--- src/rtl/common_functions.sv ---
// rtl/common_functions.sv - shared level helpers and debouncer state encoding
package common_functions;

    localparam logic [31:0] LVL_HIGH = "HIGH";
    localparam logic [31:0] LVL_LOW  = {8'h00, "LOW"};

    typedef enum logic [1:0] {
        STABLE_INACT = 2'd0,
        QUAL_ACT     = 2'd1,
        STABLE_ACT   = 2'd2,
        QUAL_INACT   = 2'd3
    } debounce_state_t;

    // Physical value that represents "active" for a named level.
    function automatic logic set_sig_lvl(input logic [31:0] lvl);
        return (lvl == LVL_HIGH);
    endfunction

    function automatic logic lvl_is_legal(input logic [31:0] lvl);
        return (lvl == LVL_HIGH) || (lvl == LVL_LOW);
    endfunction

endpackage

--- src/rtl/sync_chain.sv ---
// rtl/sync_chain.sv - plain multi-flop synchroniser with configurable reset value
module sync_chain #(
    parameter int   P_STAGES  = 2,
    parameter logic P_RST_VAL = 1'b0
) (
    input  logic clk,
    input  logic rst_n,
    input  logic d,
    output logic q
);

    if (P_STAGES < 2) begin : g_bad_stages
        $fatal(1, "sync_chain: P_STAGES must be at least 2");
    end

    logic [P_STAGES-1:0] sr;

    always_ff @(posedge clk or negedge rst_n) begin
        if (!rst_n) begin
            sr <= {P_STAGES{P_RST_VAL}};
        end else begin
            sr <= {sr[P_STAGES-2:0], d};
        end
    end

    assign q = sr[P_STAGES-1];

endmodule

--- src/rtl/input_debouncer.sv ---
// rtl/input_debouncer.sv - synchronise, normalise and debounce an asynchronous level input
module input_debouncer
    import common_functions::*;
#(
    parameter logic [31:0] P_ACTIVE_LVL      = "HIGH",
    parameter int          P_SYNC_STAGES     = 2,
    parameter int          P_DEBOUNCE_CYCLES = 1000,
    parameter int          P_CNT_W           = $clog2(P_DEBOUNCE_CYCLES + 1)
) (
    input  logic clk,
    input  logic rst_n,
    input  logic en,
    input  logic din_raw,
    output logic dout_lvl,
    output logic assert_pulse,
    output logic deassert_pulse,
    output logic busy
);

    if (!lvl_is_legal(P_ACTIVE_LVL)) begin : g_bad_lvl
        $fatal(1, "input_debouncer: P_ACTIVE_LVL must be HIGH or LOW");
    end
    if (P_SYNC_STAGES < 2) begin : g_bad_sync
        $fatal(1, "input_debouncer: P_SYNC_STAGES must be at least 2");
    end
    if (P_DEBOUNCE_CYCLES < 1) begin : g_bad_cycles
        $fatal(1, "input_debouncer: P_DEBOUNCE_CYCLES must be at least 1");
    end

    localparam logic                 ACT_LVL  = set_sig_lvl(P_ACTIVE_LVL);
    localparam logic [P_CNT_W-1:0]   CNT_DONE = P_CNT_W'(P_DEBOUNCE_CYCLES);
    localparam logic [P_CNT_W-1:0]   CNT_ONE  = P_CNT_W'(1);

    logic                 sync_out;
    logic                 smp;
    debounce_state_t      state, state_nxt;
    logic [P_CNT_W-1:0]   cnt, cnt_nxt, cnt_inc;
    logic                 assert_nxt, deassert_nxt;

    // Reset to the physical inactive level so no false edge appears after reset.
    sync_chain #(
        .P_STAGES  (P_SYNC_STAGES),
        .P_RST_VAL (~ACT_LVL)
    ) u_sync (
        .clk   (clk),
        .rst_n (rst_n),
        .d     (din_raw),
        .q     (sync_out)
    );

    assign smp     = (sync_out == ACT_LVL);
    assign cnt_inc = cnt + CNT_ONE;

    always_ff @(posedge clk or negedge rst_n) begin
        if (!rst_n) begin
            state          <= STABLE_INACT;
            cnt            <= '0;
            assert_pulse   <= 1'b0;
            deassert_pulse <= 1'b0;
        end else begin
            state          <= state_nxt;
            cnt            <= cnt_nxt;
            assert_pulse   <= assert_nxt;
            deassert_pulse <= deassert_nxt;
        end
    end

    always_comb begin
        state_nxt    = state;
        cnt_nxt      = cnt;
        assert_nxt   = 1'b0;
        deassert_nxt = 1'b0;
        unique case (state)
            STABLE_INACT: begin
                if (en && smp) begin
                    if (CNT_ONE == CNT_DONE) begin
                        state_nxt  = STABLE_ACT;
                        cnt_nxt    = '0;
                        assert_nxt = 1'b1;
                    end else begin
                        state_nxt = QUAL_ACT;
                        cnt_nxt   = CNT_ONE;
                    end
                end
            end
            QUAL_ACT: begin
                if (!en || !smp) begin
                    state_nxt = STABLE_INACT;
                    cnt_nxt   = '0;
                end else if (cnt_inc == CNT_DONE) begin
                    state_nxt  = STABLE_ACT;
                    cnt_nxt    = '0;
                    assert_nxt = 1'b1;
                end else begin
                    cnt_nxt = cnt_inc;
                end
            end
            STABLE_ACT: begin
                if (en && !smp) begin
                    if (CNT_ONE == CNT_DONE) begin
                        state_nxt    = STABLE_INACT;
                        cnt_nxt      = '0;
                        deassert_nxt = 1'b1;
                    end else begin
                        state_nxt = QUAL_INACT;
                        cnt_nxt   = CNT_ONE;
                    end
                end
            end
            QUAL_INACT: begin
                if (!en || smp) begin
                    state_nxt = STABLE_ACT;
                    cnt_nxt   = '0;
                end else if (cnt_inc == CNT_DONE) begin
                    state_nxt    = STABLE_INACT;
                    cnt_nxt      = '0;
                    deassert_nxt = 1'b1;
                end else begin
                    cnt_nxt = cnt_inc;
                end
            end
            default: begin
                state_nxt = STABLE_INACT;
                cnt_nxt   = '0;
            end
        endcase
    end

    always_comb begin
        dout_lvl = (state == STABLE_ACT) || (state == QUAL_INACT);
        busy     = (state == QUAL_ACT) || (state == QUAL_INACT);
    end

endmodule

--- config.mk ---
export PLATFORM = sky130hd
export DESIGN_NAME = input_debouncer
export DESIGN_NICKNAME = d
export VERILOG_FILES = /design/src/rtl/common_functions.sv /design/src/rtl/sync_chain.sv /design/src/rtl/input_debouncer.sv
export SDC_FILE = /design/constraint.sdc
export NUM_CORES = 1
export LEC_CHECK = 0
export BUFFER_PORTS_ARGS = -buffer_cell sky130_fd_sc_hd__buf_2
export CAP_MARGIN = 20
export CORE_ASPECT_RATIO = 0.75
export CORE_MARGIN = 2
export CORE_UTILIZATION = 40
export DETAILED_ROUTE_END_ITERATION = 16
export HOLD_SLACK_MARGIN = 0.08
export SLEW_MARGIN = 40
export SYNTH_ARGS = -nofsm -noshare
export SYNTH_HDL_FRONTEND = slang
export SYNTH_SLANG_ARGS = --single-unit
--- constraint.sdc ---
create_clock -name clk -period 3.8 [get_ports clk]
set_input_delay 0.38 -clock clk [delete_from_list [all_inputs] [get_ports clk]]
set_output_delay 0.38 -clock clk [all_outputs]
set_load 0.1 [all_outputs]
* Word level (Yosys, flattened, before mapping)
Index checks and enable logic that the tools add are counted.
Word-level totals: bits in registers 16, latch bits 0, RAM bits 0, ROM bits 0, input port bits 4, output and inout bits 4, logic and storage cells 43, memories kept 0
Cells by class: add/sub/neg operators 1, multipliers 0, divide/modulo/power cells 0, order comparisons 0, equality and inequality tests 8, shifts and indexed selects 0, mux-type cells 18, bitwise gates (word level) 0, reduce and logical (&&, ||, !) cells 11
Operators by type and width (count):
- two-way mux 10 bit | 5
- one-hot mux 10 bit (4 select lines) | 1
- two-way mux 2 bit | 6
- adder 10 x 1 -> 10 bit (second input constant) | 1
- == test 10 bit (second input constant) | 1
- one-hot mux 2 bit (4 select lines) | 1
- != test 3 bit (second input constant) | 2
- two-way mux 1 bit | 5
- == test 2 bit (second input constant) | 2
- logical OR 1 bit | 4
- != test 2 bit (second input constant) | 2
- AND reduction 4 bit | 1
- == test 2 x 1 -> 1 bit (second input constant) | 1
- logical AND 1 bit | 2
- zero test 1 bit | 2
- zero test 2 bit | 1
- AND reduction 2 bit | 1

* Logic depth before layout (Yosys ltp)
Gate-level depths: netlist of the first run.
depth in word-level cells 5, mapped depth 7, depth with buffers taken out 7

* Modules after synthesis
A second synthesis of the first run with hierarchy kept.
Second synthesis, totals: cells, all modules 87, area, all modules 883.3 sq um
By module, submodules not included:
- input_debouncer | times used 1, cells an instance 85, area each 833.3 sq um
- sync_chain | times used 1, cells an instance 2, area each 50.0 sq um

* Worst setup path before layout of the first run
OpenSTA, ideal clock, no wires.
path kind register to register, from register cnt[0], to register state[1], library setup time 0.125 ns, arrival time 2.077 ns, data required time 3.675 ns, setup slack 1.598 ns, cell stages (with the launch flop) 8, path buffers 0, period minus slack after synthesis 2.202 ns, cells stage by stage dfrtp_1 -> ha_1 -> nand2_2 -> nor3_2 -> xnor2_1 -> or3_4 -> or3_4 -> mux2_4
Between the ends: longest elaborated chain between the ends 4, elaborated cells on any way between the ends 5, those cells by class 1 x add/sub; 3 x eq/ne; 1 x reduce/logical
Ends and longest elaborated chain:
- start: declaration | line input_debouncer.sv:37 | logic [P_CNT_W-1:0] cnt, cnt_nxt, cnt_inc;
- start signal: assignment | line input_debouncer.sv:62 | cnt <= cnt_nxt;
- adder 10 x 1 -> 10 bit (*) | line input_debouncer.sv:52 | assign cnt_inc = cnt + CNT_ONE;
- == test 10 bit (*) | line input_debouncer.sv:90, input_debouncer.sv:114
- != test 3 bit (no source line)
- AND reduction 4 bit (no source line) (*)
- end signal: assignment | line input_debouncer.sv:61 | state <= state_nxt;
- end: declaration | line input_debouncer.sv:36 | debounce_state_t state, state_nxt;
Mark *: on every way between the ends. The rest lies on a longest branch, timed or not. A chain may end at the register's enable or synchronous reset.

* Worst setup path in the final report of the first run
from register cnt[0], to register state[0]
Same word-level chain as after synthesis.

==> impl_metrics.py, run 1 <==
metrics = {
    "status": {
        "status": "complete, no violations",
    },
    "timing": {
        "min_period_ps": 2340,
        "slew_violations": 0,
        "rsz0062_at_grt": "no",
        "setup-violations-final": 0,
        "hold_viol": 0,
        "relSlewSlack_pct": 61.1,
        "fmax_mhz": 427,
        "fin_tns_setup_ps": 0,
        "finalCritPeriodShare_pct": 61.7,
        "finalClockSkew_ps": 5.65,
        "tightestPinTransition_ps": 579,
    },
    "clocking": {
        "ctsHoldBuffers": 1,
        "cts_tree": "built",
        "clk_latency_ps": 290,
        "clk_pin_slew_ps": 80,
        "cts_resized": 0,
        "htreeDepth": 1,
        "clock_sinks": 16,
        "cts-root-buf": "clkbuf_4",
        "clock_path_buffers": 2,
        "cts_setup_buffers": 0,
        "numCtsBuffers": 3,
    },
    "detailed_routing": {
        "dr.pass1.iters": 4,
        "viasPerCell": 5.30,
        "wl_um": 1590,
        "wl_per_cell_um": 13.1,
        "drc": 0,
        "drtAntennaViolNets": 0,
        "vias": 641,
        "drtIter0Drc": 10,
    },
    "pwr": {
        "sw_frac_of_total_pct": 38.1,
        "clkPwrFrac_pct": 21.9,
        "peakVddDrop_mv": 0.312,
        "sequentialPowerShare_pct": 51.9,
        "intPower_mw": 0.248,
        "p_leak_nw": 0.396,
        "power_density_nw_per_um2": 425,
        "pwr-share-comb_pct": 26.1,
        "p_sw_mw": 0.152,
    },
    "synth": {
        "syn_inst": 89,
        "mappedNetlistNets": 95,
        "ys_seq_area_share_pct": 47.0,
        "async_flop_share_pct": 100,
        "ys_ff_latch": 16,
        "synth_flop_cell": "dfrtp_1",
        "netlist_area_sq_um": 852,
        "synth_cell_types": 31,
        "postSynthAreaPerCell_sq_um": 9.57,
        "synth-edff-count": 0,
        "yosys_warnings": 0,
    },
    "critical_path": {
        "critPathMaxFanout": 9,
        "worstPathCellList": "ha_1 > nand2_2 > nor3_2 > xnor2_1 > or3_4 > o21ai_1 > o21ai_0",
        "critical_path_class": "flop to flop",
        "crit_slowest_cell": "o21ai_1",
        "arrival_ps": 2480,
        "cp.required_ps": 3930,
        "max_stage_delay_ps": 490,
        "startpoint_type": "flop",
        "cp_num_buf_inv": 0,
        "r2r_slack_ps": 1460,
        "critPathCaptureType": "flop",
        "path_delay_family": "simple AND/OR/NAND/NOR gates",
    },
    "layout": {
        "finalNonFillerCells": 121,
        "fillers": 195,
        "seq_area_sq_um": 400,
        "antenna_cells": 0,
        "multiInputGateArea_sq_um": 433,
        "fin_nets": 105,
        "syn2layout_area_growth_pct": 10.6,
        "drive_gt1_share_pct": 18.6,
    },
    "grt": {
        "grt_max_degree": 17,
        "grt_pass1_wl_um": 2610,
        "grt_use_total_pct": 14.5,
        "first_global_vias": 574,
        "antenna_found_initial": 0,
        "overflow": 0,
    },
    "placement": {
        "hpwl_um": 1130,
        "place_congestion": 0.835,
        "place.port_buffers": 7,
        "dp.cells": 117,
    },
    "floorplan": {
        "num_rows": 14,
        "dieArea_sq_um": 2520,
        "start_util_pct": 42.3,
        "die_w_um": 57.3,
        "core-area_sq_um": 2010,
        "io-pin-count": 8,
        "die_y_um": 44.0,
    },
    "hold_path": {
        "hold_path_class": "input pin to flop",
    },
    "run": {
        "maxCapViolCount": 0,
    },
}
## path summary, 6_finish.rpt
path | startpoint | to | cells after the start
min in group asynchronous | rst_n | cnt[5] | 2
max | cnt[0] | state[0] | 7
min | din_raw | u_sync.sr[0] | 1
min reg2reg | u_sync.sr[0] | u_sync.sr[1] | 0
max reg2reg | cnt[0] | state[0] | 7
max in group asynchronous | rst_n | cnt[4] | 2
## power groups by stage
stage,clock network [mW],logic (mW),registers [mW]
detailed placement,0,0.103,0.210
global route,0.0995,0.115,0.210
finish,0.0877,0.105,0.208
floorplan,0,0.0863,0.205
CTS,0.0935,0.105,0.207
global placement,0,0.103,0.209
## synthesized netlist by cell type (3+ instances only)
master	count	area, sq um
xor2_1	4	35.0
nor3b_1	3	22.5
nand2_1	15	56.3
o21ai_1	5	25.0
inv_1	3	11.3
a21oi_1	5	25.0
o21ai_0	4	20.0
dfrtp_1	16	400
nor2_1	3	11.3
clkbuf_1	3	11.3
## metal layers
| metal | track usage (%) | up-vias | share of wire, % |
|---|---|---|---|
| met4 | 6.98 | 0 | 2.1 |
| met2 | 19.1 | 11 | 39 |
| li1 | - | 329 | - |
| met5 | 0 | - | 0 |
| met3 | 6.27 | 5 | 4.8 |
| met1 | 20.4 | 296 | 54 |
## layout by cell type, fill, tap and decap left out, drive strengths merged
cell,count
a21oi,5
and2,1
and3b,1
buf,7
clkbuf,3
dfrtp,16
dlygate4sd3,1
ha,2
inv,3
mux2,2
nand2,16
nand2b,1
nand3,3
nand4,1
nor2,3
nor2b,1
nor3,3
nor3b,3
nor4,2
nor4b,1
o211ai,1
o21a,1
o21ai,9
o221ai,2
o32ai,1
or3,2
xnor2,2
xor2,4
## worst register-to-register path: stages (launching register included)
cell and delay (ps):
dfrtp_1 440, ha_1 270, nand2_2 120, nor3_2 190, xnor2_1 90, or3_4 400
o21ai_1 490, o21ai_0 180
## cell families after synthesis
group	share of synthesized area [%]
AO/OA/AOI/OAI	13.1
XOR/XNOR	6.17
adder cells (fa/ha/maj)	2.94
buffers and inverters	2.64
flip-flops	47.0
multiplexers	3.08
AND/OR/NAND/NOR	25.1
## sequential cells by signal, indices dropped and copies added (netlist names)
register and cells:
assert_pulse 1, cnt 10, deassert_pulse 1, state 2, u_sync.sr 2
## stage by stage
step                      utilization, %  power, mW  hold WS, ps  cell area [sq um]  setup slack [ps]
after floorplan                        -      0.291         84.4                852              1600
after global placement              45.0      0.312          311                906              1480
after detailed placement            45.0      0.314          313                906              1430
after CTS                           46.6      0.405          183                938              1420
after global routing                46.8      0.424          179                942              1240
final                               46.8      0.400          198                942              1460
## final cells by class
type	count	area share, %
Multi-Input combinational cell	67	45.9
Sequential cell	16	42.5
Timing Repair Buffer	8	4.78
Tap cell	24	3.19
Clock buffer	3	2.39
Inverter	3	1.20
Power figures use the tool's default switching activity.
==> run 2: changes to the inputs <==
Clock period 3.8 ns to 2.1 ns, I/O delays scaled along.
==> run 2 against run 1 <==
Against the previous run: the flow now finishes with violations (setup timing); sequential cell count stayed put; die area unchanged; fmax grew 11%; worst hold slack gained 110 ps.
==> impl_metrics.py, run 2 (synthesized netlist as in run 1, its figures left out) <==
metrics = {
    "status": {
        "status": "finished, violations left",
        "violations": "setup timing",
    },
    "timing": {
        "finalClockSkew_ps": 2.12,
        "fmax_mhz": 472,
        "relSlewSlack_pct": 61.0,
        "rsz0062_at_grt": "yes",
        "hold_viol": 0,
        "slew_violations": 0,
        "tightestPinTransition_ps": 584,
        "fin_ws_ps": -20.2,
        "setup-violations-final": 1,
        "min_period_ps": 2120,
        "holdWs_ps": 309,
        "finalCritPeriodShare_pct": 101,
    },
    "grt": {
        "grt_use_total_pct": 16.7,
        "overflow": 0,
        "grt_pass1_wl_um": 3060,
        "grt_max_degree": 17,
        "first_global_vias": 612,
        "antenna_found_initial": 0,
    },
    "clocking": {
        "numCtsBuffers": 3,
        "htreeDepth": 1,
        "clock_sinks": 16,
        "cts_tree": "built",
        "clk_pin_slew_ps": 100,
        "clock_path_buffers": 2,
        "cts-root-buf": "clkbuf_4",
        "clk_latency_ps": 290,
    },
    "pwr": {
        "power_density_nw_per_um2": 731,
        "peakVddDrop_mv": 0.887,
        "p_leak_nw": 0.527,
        "p_total_mw": 0.843,
    },
    "detailed_routing": {
        "drtIter0Drc": 30,
        "vias": 722,
        "drtAntennaViolNets": 0,
        "dr.pass1.iters": 4,
        "viasPerCell": 5.12,
        "wl_um": 1860,
        "wl_per_cell_um": 13.2,
        "drc": 0,
    },
    "run": {
        "maxCapViolCount": 0,
    },
    "floorplan": {
        "die_w_um": 57.3,
        "io-pin-count": 8,
        "core-area_sq_um": 2010,
        "die_y_um": 44.0,
        "start_util_pct": 42.3,
        "num_rows": 14,
        "dieArea_sq_um": 2520,
    },
    "critical_path": {
        "r2r_end": "state[1]",
        "cp.required_ps": 2290,
        "worstReg2RegStart": "cnt[0]",
        "r2r_slack_ps": -20,
        "critPathMaxFanout": 4,
        "critPathCaptureType": "flop",
        "arrival_ps": 2310,
        "startpoint_type": "flop",
        "critical_path_class": "flop to flop",
        "reg2reg_depth": 6,
    },
    "placement": {
        "place_congestion": 0.866,
        "dp.cells": 133,
        "place.port_buffers": 7,
        "hpwl_um": 1360,
    },
    "hold_path": {
        "hold_path_class": "input pin to flop",
        "min_path_cells": 4,
        "holdPathEnd": "assert_pulse",
        "hp-start": "en",
    },
    "layout": {
        "fin_nets": 124,
        "largestRegisters": "cnt x10, state x2, u_sync.sr x2",
        "largest_register": "cnt",
        "finalNonFillerCells": 141,
        "drive_gt1_share_pct": 37.6,
        "largest_reg_flops": 10,
        "final_cell_mix": "buf_4, nand2_1, dfrtp_1",
        "syn2layout_area_growth_pct": 35.4,
        "final_common_cell": "buf_4",
        "fillers": 180,
        "antenna_cells": 0,
    },
}
## run 2: area by class of cell
cell class	count	area (sq um)	share of cell area [%]
multi-input cells	67	483	41.9
flip-flops and latches	16	403	34.9
repair buffers	27	190	16.5
clock buffers	4	36.3	3.15
well taps	24	30.0	2.60
inverters	3	11.3	0.976
## run 2: how the worst max path moves through the flow
stage / startpoint / end / slack (ps) / cells past startpoint
final: cnt[0] / state[1] / -20 / 6
after global routing: cnt[0] / deassert_pulse / -130 / 7
after CTS: cnt[0] / state[1] / -10 / 6
after detailed placement: cnt[0] / state[1] / -90 / 7
after global placement: cnt[0] / state[1] / -40 / 7
after floorplan: cnt[0] / state[1] / -40 / 7
## run 2: repair_timing
action	4_1_cts	5_1_grt
endpoints found under the setup margin	1	4
pin swaps	4	0
setup buffers	1	1
hold buffers	2	0
resized for setup	4	0
hold endpoints to repair	17	0
## run 2: where the power goes
part | internal [mW] | leakage [nW] | switching, mW
sequential | 0.338 | 0.213 | 0.0413
combinational | 0.0975 | 0.294 | 0.159
clock | 0.106 | 0.0210 | 0.102
## run 2: stage by stage
| step | setup WS [ps] | utilization [%] | cell area [sq um] | TNS (ps) |
|---|---|---|---|---|
| 2_1_floorplan | -40.5 | - | 888 | -40.5 |
| 3_3_place_gp | -35.6 | 52.7 | 1060 | -35.6 |
| 3_5_place_dp | -88.6 | 52.7 | 1060 | -88.6 |
| 4_1_cts | -13.0 | 56.9 | 1150 | -13.0 |
| 5_1_grt | -125 | 57.3 | 1150 | -243 |
| 6_report | -20.2 | 57.3 | 1150 | -20.2 |
## run 2: metal layers
layer	wire length [um]	part of all wire, %	global-route usage, %	vias up
met5	0	0	0	-
met4	10	0.54	4.19	0
met3	75	4.0	6.27	2
met2	808	43	23.0	15
met1	965	52	24.6	332
li1	-	-	-	373
## run 2: worst max-delay path: stages, from the launching register on
cell     delay [ps]
dfrtp_2         450
ha_4            190
nor4b_2         210
nor3_1           80
or3_4           380
or3_4           400
mux2_4          300
